[config.mk]
export PLATFORM = sky130hd
export DESIGN_NAME = pulse_handshake_tx
export DESIGN_NICKNAME = d
export VERILOG_FILES = /design/src/rtl/cdc_pkg.sv /design/src/rtl/sync_ff_n.sv /design/src/rtl/pulse_handshake_tx.sv
export SDC_FILE = /design/constraint.sdc
export NUM_CORES = 1
export LEC_CHECK = 0
export ABC_CLOCK_PERIOD_IN_PS = 3000
export BUFFER_PORTS_ARGS = -buffer_cell sky130_fd_sc_hd__buf_2
export CORE_AREA = 2 2 39 41
export DETAILED_ROUTE_END_ITERATION = 12
export DIE_AREA = 0 0 41 43
export PLACE_DENSITY_LB_ADDON = 0.12
export SYNTH_ARGS = -nofsm -noshare
export SYNTH_HDL_FRONTEND = slang
export SYNTH_SLANG_ARGS = --single-unit
[constraint.sdc]
create_clock -name clk -period 3 [get_ports clk]
set_input_delay 0.3 -clock clk [delete_from_list [all_inputs] [get_ports clk]]
set_output_delay 0.3 -clock clk [all_outputs]
set_load 0.05 [all_outputs]
[src/rtl/cdc_pkg.sv]
// cdc_pkg: shared state type and limits for req/ack pulse handshake crossings
package cdc_pkg;
  typedef enum logic [1:0] {IDLE, REQ, RELEASE} hs_state_t;
  localparam int HS_MIN_SYNC_STAGES = 2;
endpackage

[src/rtl/sync_ff_n.sv]
// sync_ff_n: N-flop level synchronizer, async active-low reset to 0
module sync_ff_n #(
  parameter int STAGES = 2
) (
  input  logic clk,
  input  logic rst_n,
  input  logic d_i,
  output logic q_o
);
  logic [STAGES-1:0] sync_q;
  always_ff @(posedge clk or negedge rst_n)
    if (!rst_n) sync_q <= '0;
    else sync_q <= {sync_q[STAGES-2:0], d_i};
  assign q_o = sync_q[STAGES-1];
endmodule

[src/rtl/pulse_handshake_tx.sv]
// pulse_handshake_tx: 4-phase req/ack source that launches event pulses into a foreign domain
module pulse_handshake_tx
  import cdc_pkg::*;
#(
  parameter int CNT_WIDTH   = 4,
  parameter int SYNC_STAGES = 2
) (
  input  logic                 clk,
  input  logic                 rst_n,
  input  logic                 event_in,
  input  logic                 ack_in,
  output logic                 req_out,
  output logic                 busy,
  output logic [CNT_WIDTH-1:0] pending,
  output logic                 tx_done,
  output logic                 overflow
);
  // a single-flop ack path is never safe, so shallower settings are raised to the minimum
  localparam int SYNC_N = SYNC_STAGES < HS_MIN_SYNC_STAGES ? HS_MIN_SYNC_STAGES : SYNC_STAGES;
  localparam logic [CNT_WIDTH-1:0] CNT_MAX = {CNT_WIDTH{1'b1}};
  hs_state_t state_q, state_d;
  logic [CNT_WIDTH-1:0] pending_q, pending_d;
  logic req_q, req_d, tx_done_q, tx_done_d, overflow_q, overflow_d;
  logic ack_s, has_pend, launch, direct, inc, dec;
  sync_ff_n #(.STAGES(SYNC_N)) u_ack_sync (
    .clk  (clk),
    .rst_n(rst_n),
    .d_i  (ack_in),
    .q_o  (ack_s)
  );
  always_comb begin
    has_pend   = pending_q != '0;
    launch     = state_q == IDLE && (event_in || has_pend) && !ack_s;
    direct     = launch && !has_pend;
    inc        = event_in && !direct;
    dec        = launch && has_pend;
    state_d    = launch                        ? REQ     :
                 state_q == REQ && ack_s       ? RELEASE :
                 state_q == RELEASE && !ack_s  ? IDLE    : state_q;
    pending_d  = inc == dec             ? pending_q :
                 !inc                   ? pending_q - 1'b1 :
                 pending_q == CNT_MAX   ? pending_q : pending_q + 1'b1;
    overflow_d = inc && !dec && pending_q == CNT_MAX;
    tx_done_d  = state_q == RELEASE && !ack_s;
    req_d      = state_d == REQ;
  end
  always_ff @(posedge clk or negedge rst_n)
    if (!rst_n) state_q <= IDLE;
    else state_q <= state_d;
  always_ff @(posedge clk or negedge rst_n)
    if (!rst_n) begin
      pending_q  <= '0;
      req_q      <= 1'b0;
      tx_done_q  <= 1'b0;
      overflow_q <= 1'b0;
    end else begin
      pending_q  <= pending_d;
      req_q      <= req_d;
      tx_done_q  <= tx_done_d;
      overflow_q <= overflow_d;
    end
  assign req_out  = req_q;
  assign busy     = state_q != IDLE;
  assign pending  = pending_q;
  assign tx_done  = tx_done_q;
  assign overflow = overflow_q;
endmodule

# Word level (Yosys, flattened, before mapping)
# Index checks and enable logic that the tools add are counted.
word_totals:
  ff_bits: 11
  in_bits: 4
  out_inout_bits: 8
  wordCells: 38
classes:
  addsub: 2
  eq_ne: 6
  muxes: 5
  bitwise_logic: 1
  reduce_logical: 18
ops:
  columns: ["cell", "n"]
  rows:
  - ["$logic_and 1x1->1", 9]
  - ["$mux 4", 2]
  - ["$mux 2", 3]
  - ["$add 4x1->4 const B", 1]
  - ["$eq 2x1->1 const B", 2]
  - ["$eq 4x4->1 const B", 1]
  - ["$logic_not 1->1", 4]
  - ["$reduce_bool 4->1", 1]
  - ["$sub 4x1->4 const B", 1]
  - ["$eq 2x2->1 const B", 1]
  - ["$logic_not 2->1", 1]
  - ["$ne 2x2->1 const B", 1]
  - ["$reduce_and 2->1", 1]
  - ["$reduce_bool 2->1", 1]
  - ["$eq 1x1->1", 1]
  - ["$logic_or 1x1->1", 1]
  - ["$not 1->1", 1]

# Depth between registers and ports, before layout
# Gate-level depths: netlist of run 1.
depth:
  depth_word: 10
  mapped_depth: 7
  ltp_nobuf: 7

# Modules after synthesis
# Synthesis of run 1 repeated with hierarchy kept, for this count alone.
unflattened:
  cells_unflattened: 47
  area_unflattened_um2: 555.5
by_module_without_submodules:
  columns: ["module", "n_inst", "cells_per_inst", "area_each_um2", "seq_area_each_um2"]
  rows:
  - ["pulse_handshake_tx", 1, 45, 505.5, 225.2]
  - ["sync_ff_n", 1, 2, 50.0, 50.0]

# Least setup slack after synthesis of run 1
# No wires, ideal clock.
synth_timing:
  path_kind: "reg2reg"
  startpoint: "reg pending_q[0], in the netlist pending[0]"
  endpoint: "reg pending_q[1], in the netlist pending[1]"
  setup_ns: 0.125
  t_arrival_ns: 2.573
  required_time_ns: 2.875
  path_slack_ns: 0.303
  path_stages_with_launch: 7
  path_buffers: 0
  synth_period_minus_slack_ns: 2.697
  cell_sequence: "dfrtp_1 > or4_4 > o41ai_4 > inv_1 > ha_1 > a21oi_1 > mux2_2"
synth_between:
  elab_chain_len: 10
  elab_cells_between_ends: 18
  classes_between: "2 x add/sub; 3 x eq/ne; 2 x mux; 1 x bitwise; 10 x reduce/logical"
synth_rtl:
  columns: ["element", "line_no", "text"]
  rows:
  - ["start, declared", "pulse_handshake_tx.sv:22", "logic [CNT_WIDTH-1:0] pending_q, pending_d;"]
  - ["start signal, assigned", "pulse_handshake_tx.sv:57", "pending_q <= pending_d;"]
  - ["$reduce_bool 4->1", "pulse_handshake_tx.sv:32", "has_pend = pending_q != '0;"]
  - ["$logic_or 1x1->1", "pulse_handshake_tx.sv:33", "launch = state_q == IDLE && (event_in || has_pend) && !ack_s;"]
  - ["$logic_and 1x1->1 (2 in a row)", "pulse_handshake_tx.sv:33", null]
  - ["$logic_and 1x1->1", "pulse_handshake_tx.sv:34", "direct = launch && !has_pend;"]
  - ["$logic_not 1->1", "pulse_handshake_tx.sv:35", "inc = event_in && !direct;"]
  - ["$logic_and 1x1->1", "pulse_handshake_tx.sv:35", null]
  - ["$eq 1x1->1", "pulse_handshake_tx.sv:40", "pending_d = inc == dec ? pending_q :"]
  - ["$not 1->1 (no line)", null, null]
  - ["$reduce_and 2->1 (no line)", null, null]
# Parallel ways exist; a longest one is shown, timed or not. The select of a mux whose other input is x is not followed.
# A chain may end at the register's enable or synchronous reset.

# Final worst setup path of run 1
layout_timing:
  startpoint: "reg pending_q[0], in the netlist pending[0]"
  endpoint: "reg pending_q[2], in the netlist pending[2]"
# The elaborated chain is that of the path after synthesis.

==> impl_metrics.csv, run 1 <==
group,metric,value,unit
cts,cts_tree,"yes",
timing,hold_viol,0,
critical_path,worstPathMaxFanout,6,
floorplanning,core.rowCount,14,
outcome,status,"complete, no violations",
floorplanning,die_area,1760,um^2
placement,io_buffers,11,
cts,cts.clk_slew.worst_paths,0.07,ns
min_path,hold_path_class,"in2reg",
critical_path,crit_required,3.16,ns
cts,clock_sinks,11,
synthesis,yosysTopAreaCell,"dfrtp_1",
critical_path,crit_path_max_incr_delay,0.60,ns
final_layout,post-route-util,48.8,%
grt,grt_use_total,14.8,%
power_and_ir_drop,p_comb_share,51.2,%
drt,wl,929,um
timing,tns,0,ns
cts,cts-root-buf,"clkbuf_4",
job,cap_viol_max_count,0,
synthesis,synth_area_leaders,"dfrtp_1, ha_1, o41ai_4",
critical_path,cp_cell_sequence,"or4_4, o41ai_4, inv_1, ha_1, a21oi_1, mux2_2",
floorplanning,core_area,1380,um^2
timing,slew-limit-headroom,78.6,%
final_layout,nets,72,
timing,max_freq,397,MHz
critical_path,cp.arrival,2.68,ns
critical_path,cp_slowest_cell,"or4_4",
cts,ctsResizeCount,0,
floorplanning,die_y,43,um
critical_path,reg2reg_slack,0.48,ns
final_layout,area_growth,21.3,%
timing,finClkSkew,0.000138,ns
final_layout,drive_gt1_share,31.7,%
grt,grt_first_pass_wirelength,1710,um
critical_path,crit_path_end_kind,"flop",
timing,min_period_over_period,83.9,%
timing,period_needed,2.52,ns
cts,cts_buffers,3,
critical_path,critPathTopFamily,"simple AND/OR/NAND/NOR gates",
power_and_ir_drop,sw_frac_of_total,49.4,%
synthesis,syn_area,557,um^2
critical_path,path_buf_inv,1,
drt,dr_total_vias,395,
final_layout,mostFrequentLayoutCells,"buf_2, dfrtp_1, inv_1, nor3_1",
synthesis,ys_warn_count,0,
grt,antenna_found_initial,0,
placement,dp.cells,74,
grt,grt_max_degree,12,
final_layout,n_antenna_cell,0,
drt,dr.pass1.iters,4,
grt,grt-ovfl-total,0,
drt,ant_nets,0,
synthesis,yosysTopAreaCellShare,49.4,%
power_and_ir_drop,power_frac_seq,35.6,%
drt,drc,0,
final_layout,fin_cells,79,
timing,setup_violations,0,
synthesis,ys_types,23,
critical_path,path_class,"reg2reg",
synthesis,seq_area_frac_synth,49.4,%
power_and_ir_drop,p_sw,0.000383,W
critical_path,cp-start-kind,"flop",
synthesis,avgSynthCellArea,12.1,um^2
floorplanning,start_util,40.2,%
timing,rsz0062_at_grt,"false",
synthesis,ys_ff_latch,11,
cts,clockBufferDepth,2,
synthesis,syn_inst,46,
cts,cts_setup_buffers,0,
power_and_ir_drop,power.density,1150,nW/um^2
timing,worst_slew_pin_slew,0.321,ns
cts,clk_latency,0.27,ns
power_and_ir_drop,peakVddDrop,0.628,mV
power_and_ir_drop,clkPwrFrac,13.2,%
placement,hpwl,703,um
drt,drt_iter0_drc,2,
placement,place.gp.congestion,0.726,
cts,htreeDepth,1,
grt,grt_pass1_vias,387,
floorplanning,die_w,41,um
timing,maxSlewViolCount,0,
power_and_ir_drop,internal_power,0.000392,W
floorplanning,io_pins,12,
power_and_ir_drop,leakage,0.329,nW
drt,wl_per_cell,11.8,um
synthesis,synth_fp_nets,54,
drt,detail_route.vias_per_cell,5.00,
==> metal layers <==
layer  share of wire (%)  vias to the layer above  track usage [%]
met2                  48                       11             20.3
met1                  43                      181             19.9
met3                 5.2                        4             3.14
met4                 3.9                        0             10.0
li1                    -                      199                -
met5                   0                        -                0
==> synthesized netlist by cell type <==
cell type,count
a22o_1,1
ha_1,3
inv_1,4
a21oi_1,2
maj3_1,1
xor2_1,2
or4_4,1
o21bai_1,1
nor3_1,4
and2_1,2
nand3_1,1
a22oi_1,1
dfrtp_1,11
fa_1,1
mux2_2,2
nor2_1,1
xnor2_1,1
o41ai_4,1
and4_2,1
and3_1,1
o21ai_0,1
nand2_1,2
a211oi_1,1
==> state kept, by name, indices dropped and copies added, names as in the netlist <==
| signal | count |
|---|---|
| pending | 4 |
| u_ack_sync.sync_q | 2 |
| tx_done | 1 |
| req_out | 1 |
| overflow | 1 |
| state_q | 2 |
==> logic make-up after synthesis <==
group                    share of synthesized area, %
buffers and inverters                            2.70
AND/OR/NAND/NOR                                  13.7
AO/OA/AOI/OAI                                    13.3
flip-flops                                       49.4
XOR/XNOR                                         4.72
adder cells (fa/ha/maj)                          12.1
multiplexers                                     4.04
==> stage by stage <==
stage          setup slack (ns)  total power, W  hold WS (ns)  area (um^2)
2_1_floorplan             0.303        0.000584       0.00441          557
3_3_place_gp              0.513        0.000676         0.176          639
3_5_place_dp              0.478        0.000676         0.175          639
4_1_cts                   0.461        0.000784         0.126          676
5_1_grt                   0.329        0.000836         0.124          676
6_report                  0.483        0.000775         0.132          676
==> power by group through the flow <==
stage          clock [W]  combinational [W]  sequential [W]
5_1_grt         0.000113           0.000438        0.000285
4_1_cts         0.000106           0.000401        0.000277
3_5_place_dp           0           0.000396        0.000280
6_report        0.000102           0.000397        0.000276
2_1_floorplan          0           0.000189        0.000395
3_3_place_gp           0           0.000399        0.000277
==> worst paths after layout <==
path	start	to	cells past startpoint
worst max register to register	pending[0]	pending[2]	6
max in group asynchronous	rst_n	pending[1]	2
worst min-delay path	ack_in	u_ack_sync.sync_q[0]	1
min in group asynchronous	rst_n	state_q[1]	2
worst max-delay path	pending[0]	pending[2]	6
worst min register to register	u_ack_sync.sync_q[0]	u_ack_sync.sync_q[1]	0
==> cell type report <==
class	instances	area, um^2
fill	136	708
clock buffer	4	26.3
timing repair buffer	13	72.6
multi-input combinational	31	267
inverter	4	15.0
tap	16	20.0
sequential	11	275
==> what timing repair did <==
item,4_1_cts,5_1_grt
endpoints found under the hold margin,11,0
hold buffers,1,0
endpoints found under the setup margin,0,0
Power figures use the tool's default switching activity.
==> run 2, diff against run 1 <==
--- a/config.mk
+++ b/config.mk
@@ -5,11 +5,12 @@
 export SDC_FILE = /design/constraint.sdc
 export NUM_CORES = 1
 export LEC_CHECK = 0
-export ABC_CLOCK_PERIOD_IN_PS = 3000
+export ABC_AREA = 1
+export ABC_CLOCK_PERIOD_IN_PS = 2400
 export BUFFER_PORTS_ARGS = -buffer_cell sky130_fd_sc_hd__buf_2
-export CORE_AREA = 2 2 39 41
+export CORE_MARGIN = 2
+export CORE_UTILIZATION = 44
 export DETAILED_ROUTE_END_ITERATION = 12
-export DIE_AREA = 0 0 41 43
 export PLACE_DENSITY_LB_ADDON = 0.12
 export SYNTH_ARGS = -nofsm -noshare
 export SYNTH_HDL_FRONTEND = slang
==> constraint.sdc (replaced) <==
create_clock -name clk -period 2.4 [get_ports clk]
set_input_delay 0.24 -clock clk [delete_from_list [all_inputs] [get_ports clk]]
set_output_delay 0.24 -clock clk [all_outputs]
set_load 0.05 [all_outputs]
==> run 2 against run 1 <==
  * Global-route usage increased by 1.4 points
  * Clock-buffer cell count down 1
  * First-iteration DRC count grew to 3.0 times the previous value
==> impl_metrics.csv, run 2 <==
group,metric,value,unit
synthesis,synth_area_leaders,"dfrtp_1, nand2_1, inv_1",
timing,holdWs,0.0760,ns
power_and_ir_drop,clkPwrFrac,11.6,%
timing,rsz0062_at_grt,"false",
synthesis,yosys.cell_count.top_type,"nand2_1",
power_and_ir_drop,power.density,1500,nW/um^2
synthesis,syn_area,609,um^2
min_path,hold_end,"u_ack_sync.sync_q[0]",
min_path,hold_path_class,"in2reg",
placement,dp.cells,96,
synthesis,yosys.area_share.adder,9.45,%
drt,wl,989,um
synthesis,ys_ff_latch,11,
critical_path,rr_worst_depth,12,
final_layout,largest_reg_flops,4,
synthesis,ys_warn_count,0,
job,cap_viol_max_count,0,
synthesis,synth_xor_area_share,2.87,%
cts,clockBufferDepth,2,
critical_path,reg2reg_to,"pending[3]",
outcome,status,"complete, no violations",
critical_path,reg2reg_from,"state_q[0]",
cts,cts.clk_slew.worst_paths,0.07,ns
cts,clk_latency,0.27,ns
synthesis,synth_top_family_by_area,"simple AND/OR/NAND/NOR gates",
drt,wl_met3,71,um
drt,wl_per_cell,9.79,um
power_and_ir_drop,internal_power,0.000499,W
timing,tns,0,ns
synthesis,syn_inst,70,
grt,grt_max_degree,12,
synthesis,yosysTopAreaCellShare,45.2,%
synthesis,synth-edff-count,0,
grt,grt-ovfl-total,0,
synthesis,synth-compound-area-share,6.37,%
floorplanning,core_area,1300,um^2
critical_path,path_class,"reg2reg",
cts,clock_sinks,11,
timing,worst_slew_pin_slew,0.263,ns
cts,htreeDepth,1,
min_path,worstHoldPathCells,1,
timing,period_needed,1.96,ns
timing,maxSlewViolCount,0,
cts,cts_buffers,3,
critical_path,crit_path_end_kind,"flop",
final_layout,drive_gt1_share,33.7,%
cts,ctsHoldBuffers,1,
final_layout,mostFrequentLayoutCells,"nand2_1, inv_1, buf_2, dfrtp_1, nor2_1",
drt,detail_route.vias_per_cell,4.46,
placement,io_buffers,11,
timing,hold_viol,0,
critical_path,cp.arrival,2.12,ns
cts,cts-root-buf,"clkbuf_4",
floorplanning,die_y,41.2,um
cts,cts_setup_buffers,0,
critical_path,crit_required,2.56,ns
drt,dr_total_vias,450,
synthesis,synthFlopType,"dfrtp_1",
min_path,hold_start,"ack_in",
floorplanning,core.rowCount,13,
floorplanning,die_w,41.2,um
cts,cts_tree,"yes",
synthesis,synthSimpleGateAreaFrac,28.7,%
timing,setup_slack,0.445,ns
drt,dr.pass1.iters,3,
timing,max_freq,511,MHz
critical_path,cp-start-kind,"flop",
final_layout,area_growth,18.3,%
drt,drt_iter0_drc,6,
final_layout,fin_cells,101,
drt,drc,0,
synthesis,yosysTopAreaCell,"dfrtp_1",
power_and_ir_drop,p_comb_share,58.4,%
synthesis,synth_mux_area_share,0,%
timing,finClkSkew,0.00373,ns
synthesis,ys_types,21,
power_and_ir_drop,leakage,0.382,nW
cts,ctsResizeCount,0,
floorplanning,die_area,1700,um^2
critical_path,worstPathMaxFanout,5,
synthesis,seq_area_frac_synth,45.2,%
grt,grt_use_total,16.2,%
drt,highest_layer,"met3",
power_and_ir_drop,sw_frac_of_total,53.8,%
power_and_ir_drop,p_sw,0.000581,W
grt,antenna_found_initial,0,
grt,grt_pass1_vias,398,
synthesis,avgSynthCellArea,8.70,um^2
critical_path,reg2reg_slack,0.44,ns
placement,hpwl,802,um
synthesis,synth_fp_nets,78,
final_layout,n_antenna_cell,0,
power_and_ir_drop,power,0.00108,W
grt,grt_first_pass_wirelength,1650,um
drt,wl_met2,467,um
final_layout,nets,95,
critical_path,critPathLaunch,"state_q[0]",
final_layout,layout_commonest_cell,"nand2_1",
timing,setup_violations,0,
timing,min_period_over_period,81.5,%
synthesis,synth_commonest_cells,"nand2_1, dfrtp_1, inv_1, nor2_1, nand2_2",
floorplanning,io_pins,12,
timing,slew-limit-headroom,82.5,%
placement,place.gp.congestion,0.788,
power_and_ir_drop,peakVddDrop,0.761,mV
synthesis,ys_async_sr_fraction,100,%
placement,pre_cts_slack,0.433,ns
drt,ant_nets,0,
floorplanning,start_util,46.8,%
final_layout,fill_cells,135,
power_and_ir_drop,power_frac_seq,30.0,%
drt,wl_met1,450,um
## run 2: cell count changes after synthesis, sizes merged, moves of 2 or more
cell / before / now
o21ai: 1 / 5
mux2: 2 / 0
nor3: 4 / 2
inv: 4 / 12
nand2: 2 / 18
nor2: 1 / 11
## run 2: cell type report
type / instances / area, um^2 / share of cell area (%)
clock buffer: 3 / 22.5 / 3.13
clock inverter: 1 / 5.00 / 0.694
inverter: 12 / 45.0 / 6.25
multi-input combinational: 47 / 289 / 40.1
sequential: 11 / 275 / 38.2
tap: 15 / 18.8 / 2.60
timing repair buffer: 12 / 65.1 / 9.03
## run 2: kinds of logic (layout without fill, tap and decap cells)
| family | after synthesis | count (layout) |
|---|---|---|
| xor+xnor | 2 | 2 |
| simple gates | 34 | 34 |
| fa+ha+maj | 4 | 4 |
| compound gates | 7 | 7 |
| flops | 11 | 11 |
| buf+inv | 12 | 28 |
## run 2: worst max-delay path, stage by stage (launching register included)
cell and delay, ns:
dfrtp_1 0.43, nor2_2 0.15, nand2_2 0.07, o21ai_2 0.26, ha_1 0.32, nand2_1 0.08, nand2_1 0.04, nor2_1 0.14
inv_1 0.07, nand2_2 0.07, nand2_2 0.05, o21ai_1 0.11, nand2_1 0.06
## run 2: stage by stage
step,util (%),instance area (um^2)
2_1_floorplan,-,609
3_3_place_gp,52.5,683
3_5_place_dp,52.5,683
4_1_cts,55.4,721
5_1_grt,55.4,721
6_report,55.4,721
## run 2: per-layer routing
layer	global-route usage, %	up-vias
li1	-	247
met1	20.2	193
met2	24.2	10
met3	9.78	0
met4	2.42	0
met5	0	-
## run 2: power groups by stage
| stage | sequential (W) | combinational [W] | clock [W] |
|---|---|---|---|
| final | 0.000324 | 0.000631 | 0.000125 |
| after global routing | 0.000340 | 0.000709 | 0.000139 |
| after CTS | 0.000326 | 0.000640 | 0.000133 |
| after detailed placement | 0.000330 | 0.000636 | 0 |
| after global placement | 0.000326 | 0.000631 | 0 |
| after floorplan | 0.000484 | 0.000350 | 0 |
## run 2: worst max path at each step
stage | slack (ns) | endpoint | cells past startpoint
floorplan | 0.35 | pending[3] | 12
global placement | 0.49 | pending[3] | 12
detailed placement | 0.43 | pending[3] | 12
CTS | 0.41 | pending[3] | 12
global route | 0.23 | pending[3] | 12
finish | 0.44 | pending[3] | 12
